$ cat config.mk
export PLATFORM = sky130hd
export DESIGN_NAME = multi_cycle_ctrl
export DESIGN_NICKNAME = d
export VERILOG_FILES = /design/src/rtl/multi_cycle_ctrl_pkg.sv /design/src/rtl/mc_decode.sv /design/src/rtl/multi_cycle_ctrl.sv
export SDC_FILE = /design/constraint.sdc
export NUM_CORES = 1
export LEC_CHECK = 0
export ABC_AREA = 1
export CAP_MARGIN = 20
export CELL_PAD_IN_SITES_DETAIL_PLACEMENT = 0
export CELL_PAD_IN_SITES_GLOBAL_PLACEMENT = 1
export CORE_ASPECT_RATIO = 0.6
export CORE_MARGIN = 3
export CORE_UTILIZATION = 36
export DETAILED_ROUTE_END_ITERATION = 7
export PLACE_DENSITY_LB_ADDON = 0.12
export SYNTH_ARGS = -nofsm -noshare
export SYNTH_HDL_FRONTEND = slang
export SYNTH_SLANG_ARGS = --single-unit
$ cat constraint.sdc
create_clock -name clk -period 3.49 [get_ports clk]
set_input_delay 0.698 -clock clk [delete_from_list [all_inputs] [get_ports clk]]
set_output_delay 0.698 -clock clk [all_outputs]
set_load 0.05 [all_outputs]
$ cat src/rtl/multi_cycle_ctrl_pkg.sv
// Shared encodings for the multi-cycle MIPS controller: opcodes, function codes,
// FSM states, datapath select codes and the instruction-class bundle.
package multi_cycle_ctrl_pkg;

    typedef enum logic [2:0] {
        FETCH  = 3'd0,
        DECODE = 3'd1,
        EXE    = 3'd2,
        MEM    = 3'd3,
        WB     = 3'd4
    } state_t;

    localparam logic [5:0] OP_RTYPE = 6'b000000;
    localparam logic [5:0] OP_ORI   = 6'b001101;
    localparam logic [5:0] OP_LUI   = 6'b001111;
    localparam logic [5:0] OP_LW    = 6'b100011;
    localparam logic [5:0] OP_SW    = 6'b101011;
    localparam logic [5:0] OP_BEQ   = 6'b000100;
    localparam logic [5:0] OP_J     = 6'b000010;
    localparam logic [5:0] OP_JAL   = 6'b000011;

    localparam logic [5:0] FN_ADDU  = 6'b100001;
    localparam logic [5:0] FN_SUBU  = 6'b100011;
    localparam logic [5:0] FN_OR    = 6'b100101;
    localparam logic [5:0] FN_XOR   = 6'b100110;
    localparam logic [5:0] FN_JR    = 6'b001000;

    localparam logic [2:0] ALU_ADD  = 3'b000;
    localparam logic [2:0] ALU_SUB  = 3'b001;
    localparam logic [2:0] ALU_OR   = 3'b011;
    localparam logic [2:0] ALU_LUI  = 3'b100;
    localparam logic [2:0] ALU_XOR  = 3'b101;

    localparam logic [1:0] NPC_PC4    = 2'b00;
    localparam logic [1:0] NPC_BRANCH = 2'b01;
    localparam logic [1:0] NPC_JUMP   = 2'b10;
    localparam logic [1:0] NPC_JR     = 2'b11;

    localparam logic [1:0] WD_ALU = 2'b00;
    localparam logic [1:0] WD_DM  = 2'b01;
    localparam logic [1:0] WD_PC  = 2'b10;

    localparam logic [1:0] RD_RT = 2'b00;
    localparam logic [1:0] RD_RD = 2'b01;
    localparam logic [1:0] RD_RA = 2'b10;

    // Exactly one of cal_r..other is set; is_jal/is_jr refine the jump class.
    typedef struct packed {
        logic cal_r;
        logic cal_i;
        logic load;
        logic store;
        logic branch;
        logic jump;
        logic other;
        logic is_jal;
        logic is_jr;
    } instr_class_t;

    function automatic logic [2:0] alu_op(input logic [5:0] op, input logic [5:0] func);
        logic [2:0] code;
        code = ALU_ADD;
        case (op)
            OP_RTYPE: begin
                case (func)
                    FN_SUBU: code = ALU_SUB;
                    FN_OR:   code = ALU_OR;
                    FN_XOR:  code = ALU_XOR;
                    default: code = ALU_ADD;
                endcase
            end
            OP_BEQ:  code = ALU_SUB;
            OP_ORI:  code = ALU_OR;
            OP_LUI:  code = ALU_LUI;
            default: code = ALU_ADD;
        endcase
        return code;
    endfunction

endpackage

$ cat src/rtl/mc_decode.sv
// Combinational instruction classifier: maps opcode/function fields onto
// one-hot instruction classes; anything unrecognised lands in 'other'.
module mc_decode
    import multi_cycle_ctrl_pkg::*;
(
    input  logic [5:0]   op,
    input  logic [5:0]   func,
    output instr_class_t cls
);

    logic rtype;

    assign rtype = (op == OP_RTYPE);

    always_comb begin
        cls        = '0;
        cls.cal_r  = rtype && (func == FN_ADDU || func == FN_SUBU ||
                               func == FN_OR   || func == FN_XOR);
        cls.cal_i  = (op == OP_ORI) || (op == OP_LUI);
        cls.load   = (op == OP_LW);
        cls.store  = (op == OP_SW);
        cls.branch = (op == OP_BEQ);
        cls.is_jal = (op == OP_JAL);
        cls.is_jr  = rtype && (func == FN_JR);
        cls.jump   = (op == OP_J) || cls.is_jal || cls.is_jr;
        cls.other  = !(cls.cal_r || cls.cal_i || cls.load || cls.store ||
                       cls.branch || cls.jump);
    end

endmodule

$ cat src/rtl/multi_cycle_ctrl.sv
// Multi-cycle MIPS control FSM (FETCH/DECODE/EXE/MEM/WB) with a retired
// instruction counter; datapath controls are decoded from state and IR fields.
module multi_cycle_ctrl
    import multi_cycle_ctrl_pkg::*;
(
    input  logic        clk,
    input  logic        reset,
    input  logic [5:0]  op,
    input  logic [5:0]  func,
    input  logic        zero,
    output logic        PCWr,
    output logic        IRWr,
    output logic        RegWrite,
    output logic        MemWrite,
    output logic [1:0]  RegDst,
    output logic [1:0]  WDSel,
    output logic        ALUsrc,
    output logic        sign,
    output logic [1:0]  NPCSel,
    output logic [2:0]  ALUControl,
    output logic [2:0]  state,
    output logic [31:0] instr_cnt
);

    state_t       state_q;
    state_t       state_d;
    logic [31:0]  cnt_q;
    instr_class_t cls;

    mc_decode u_decode (
        .op   (op),
        .func (func),
        .cls  (cls)
    );

    assign state     = state_q;
    assign instr_cnt = cnt_q;

    always_comb begin
        state_d = FETCH;
        case (state_q)
            FETCH:   state_d = DECODE;
            DECODE:  state_d = (cls.jump || cls.other) ? FETCH : EXE;
            EXE: begin
                if (cls.branch)
                    state_d = FETCH;
                else if (cls.load || cls.store)
                    state_d = MEM;
                else
                    state_d = WB;
            end
            MEM:     state_d = cls.store ? FETCH : WB;
            WB:      state_d = FETCH;
            default: state_d = FETCH;
        endcase
    end

    // An instruction retires whenever the FSM returns to FETCH from elsewhere.
    always_ff @(posedge clk) begin
        if (reset) begin
            state_q <= FETCH;
            cnt_q   <= '0;
        end else begin
            state_q <= state_d;
            if (state_q != FETCH && state_d == FETCH)
                cnt_q <= cnt_q + 32'd1;
        end
    end

    // Reset forces every output to its idle FETCH value with all enables off.
    always_comb begin
        PCWr       = 1'b0;
        IRWr       = 1'b0;
        RegWrite   = 1'b0;
        MemWrite   = 1'b0;
        RegDst     = RD_RT;
        WDSel      = WD_ALU;
        ALUsrc     = 1'b0;
        sign       = 1'b0;
        NPCSel     = NPC_PC4;
        ALUControl = ALU_ADD;
        if (!reset) begin
            case (state_q)
                FETCH: begin
                    IRWr = 1'b1;
                    PCWr = 1'b1;
                end
                DECODE: begin
                    if (cls.jump) begin
                        PCWr   = 1'b1;
                        NPCSel = cls.is_jr ? NPC_JR : NPC_JUMP;
                    end
                    if (cls.is_jal) begin
                        RegWrite = 1'b1;
                        RegDst   = RD_RA;
                        WDSel    = WD_PC;
                    end
                end
                EXE, MEM, WB: begin
                    ALUControl = alu_op(op, func);
                    ALUsrc     = cls.cal_i || cls.load || cls.store;
                    sign       = cls.load || cls.store || cls.branch;
                    if (state_q == EXE && cls.branch) begin
                        PCWr   = zero;
                        NPCSel = NPC_BRANCH;
                    end
                    if (state_q == MEM)
                        MemWrite = cls.store;
                    if (state_q == WB) begin
                        RegWrite = 1'b1;
                        RegDst   = cls.cal_r ? RD_RD : RD_RT;
                        WDSel    = cls.load ? WD_DM : WD_ALU;
                    end
                end
                default: ;
            endcase
        end
    end

endmodule

==> results.md <==
- DRC: 0
- Synth cell count leaders: nand2_1 (154), nor2_1 (70), a21oi_1 (39), inv_1 (39), nand4_1 (37)
- GRT Total Usage: 0.213
- Worst-skew pair later-pin latency: 0.28 ns
- Post-Syn Area: 2710 um2
- DRT iter0 DRCs: 309
- FF+latch count, synth: 35
- Max_cap viols: 0
- Post-DP HPWL: 6.97 mm
- Placer Congestion: 0.869
- Post-synth EDFFs: 0
- DRT Pass-1 Iters: 5
- Core Box Area: 6960 um2
- Final hold violation count: 0
- Status: finished, final reports clean
- CP max FO: 6
- Diode count: 0
- Worst path top cell family by delay: simple AND/OR/NAND/NOR gates
- Critical Path Slowest Stage Cell: clkdlybuf4s50_1
- Final worst setup slack: 0.152 ns
- Leakage: 0.00128 uW
- Area leader, netlist: dfxtp_1
- Sw power: 256 uW
- # rows: 23
- Power Density: 263 nW/um2
- Max Fclk: 300 MHz
- # setup viols final: 0
- Net Sw Frac: 0.267
- Setup TNS Final: 0 ns
- CTS root buf: clkbuf_16
- Max Transition Viols Final: 0
- Final ANT Viol Nets: 0
- Die Ht: 73.2 um
- Worst path cell trace: clkdlybuf4s50_1 > nor2_4 > nand2_1 > nor3_4 > nand4_1 > nand2_1 > nand2_1 > a31oi_1 > buf_12
- Data required, critical path: 2.79 ns
- Comb power frac: 0.135
- Die Wd: 118 um
- Worst slew margin: 0.630
- Buffers plus inverters on the worst setup path: 2
- Vias in the first global route: 2,751
- Post-synthesis area per instance: 5.90 um2
- CP Capture Type: primary output
- Crit path largest cell delay: 0.50 ns
- Unrepaired setup endpoints after global routing: no
- H-tree depth: 2
- Remaining Overflow, GRT: 0
- Top-count cell post-synth: nand2_1
- Post-synth top flop: dfxtp_1
- Layout cells sized above 1: 0.0833
- Fill cell count: 768
- Initial antenna violation count: 0
- WS Path Type: primary input to primary output
- Yosys cell types: 31
- Smallest hold slack: 0.505 ns
- Max VDD drop: 0.143 mV
- Int Power: 701 uW
- Top-area cell type share of the netlist area: 0.259
- Hold/Removal Path Class: register to register
- IO Pins: 65
- Clock sinks: 35
- Sequential-to-total area share from yosys stat: 0.259
- Area growth syn-to-layout: 34.6%
- Port bufs: 64
- DP Area: 3510 um2
- Final net count: 533
- Tcrit/Tclk final: 0.956
- Clock power share: 0.438
- Via/cell ratio: 5.15
- Clock-pin slew on the worst setup and hold paths: 0.05 ns
- Starting Density: 0.389
- CTS tree: built
- Ys Warns: 0
- Fin crit period: 3.34 ns
- Synth top area cells: dfxtp_1 (26%), nand2_1 (21%), nor2_1 (9.7%)
- Total CTS buffers: 5
- Finished Cell Area: 3640 um2
- Seq pwr share: 0.426
- Via count: 3,175
- CP dominant cell by count: nand2_1
- Worst slew pin tran: 0.552 ns
- Die area: 8630 um2
- Largest net degree at the start of global routing: 36
- Ys async rst share: 0
- Syn Nets: 475
- Routed WL per cell: 14.7 um
- Critical Path AT: 2.64 ns
- First-pass GRT wire length: 14.6 mm
- Max Buffers Root-to-Sink: 2
- Clock Skew: 0.00453 ns
- Mapped Cells: 459
- Post-Route WL: 9.07 mm
- Critical Path Start Type: primary input
- Setup WS pre-CTS: 0.121 ns
- Final design utilization: 0.523
==> flip-flops by register name, indices dropped and copies added, names as in the netlist <==
name and flops:
instr_cnt 32, state 3
==> power by group through the flow <==
stage,clock [uW],combinational (uW),sequential [uW]
after detailed placement,0,128,417
after floorplan,0,72.7,426
after global routing,443,138,408
final,420,129,408
after CTS,426,128,408
after global placement,0,127,416
==> layout by cell type (no fill, tap or decap) <==
| master | instances |
|---|---|
| nand2_1 | 154 |
| nor2_1 | 70 |
| clkdlybuf4s50_1 | 49 |
| inv_1 | 39 |
| a21oi_1 | 39 |
| nand4_1 | 37 |
| dfxtp_1 | 35 |
| nand3_1 | 21 |
| buf_12 | 11 |
| xor2_1 | 10 |
| buf_4 | 9 |
| o21ai_0 | 5 |
| clkbuf_16 | 5 |
| nand2_2 | 4 |
| nor3_1 | 3 |
| xnor2_1 | 3 |
| nor2_4 | 2 |
| nand3_2 | 2 |
| nor4_1 | 2 |
| a31oi_1 | 2 |
| nor2_2 | 2 |
| nor3_4 | 1 |
| clkinv_2 | 1 |
| nor3_2 | 1 |
| inv_2 | 1 |
| o211ai_1 | 1 |
| a32oi_1 | 1 |
| nand2_4 | 1 |
| nand4_4 | 1 |
| nor2_8 | 1 |
| nand3_4 | 1 |
| ha_1 | 1 |
| clkbuf_1 | 1 |
==> area by class of cell <==
type | count | area, um2 | area share
multi-input combinational | 365 | 1760 | 0.482
timing repair buffer | 69 | 778 | 0.214
tap | 100 | 125 | 0.0343
inverter | 41 | 155 | 0.0426
sequential | 35 | 701 | 0.192
clock buffer | 6 | 129 | 0.0354
==> path summary, 6_finish.rpt <==
check / from / end / slack [ns] / cells after the start
min: instr_cnt[31] / instr_cnt[31] / 0.50 / 2
min reg2reg: instr_cnt[31] / instr_cnt[31] / 0.50 / 2
max reg2reg: instr_cnt[0] / instr_cnt[26] / 1.30 / 9
max: op[4] / PCWr / 0.15 / 9
==> per-layer routing <==
layer,vias up,routed length [um],global-route usage
li1,1614,-,-
met2,117,3170,0.274
met5,-,0,0
met4,0,57,0.0325
met1,1436,5270,0.355
met3,8,579,0.0418
==> repair_timing <==
| item | 4_1_cts | 5_1_grt |
|---|---|---|
| hold buffers | 0 | 0 |
| setup endpoints to repair | 0 | 1 |
| buffers inserted | 0 | 0 |
| hold endpoints to repair | 0 | 0 |
| resized for setup | 0 | 1 |
==> cells by family after synthesis <==
| logic type | synth area share |
|---|---|
| buffers and inverters | 0.0947 |
| adder cells (fa/ha/maj) | 0.00462 |
| XOR/XNOR | 0.0421 |
| AO/OA/AOI/OAI | 0.0920 |
| AND/OR/NAND/NOR | 0.508 |
| flip-flops | 0.259 |
==> metrics by stage <==
stage,cells,total power (uW)
floorplan,459,499
global placement,610,543
detailed placement,610,545
CTS,616,963
global route,616,989
finish,616,957
==> worst reg2reg max path, delay by kind of cell (launching register included) <==
kind	cells	cell delay [ns]
adder cells (fa/ha/maj)	1	0.27
AND/OR/NAND/NOR	7	1.23
AO/OA/AOI/OAI	1	0.16
flip-flops	1	0.44
No activity file was read; power rests on OpenSTA's default activity.
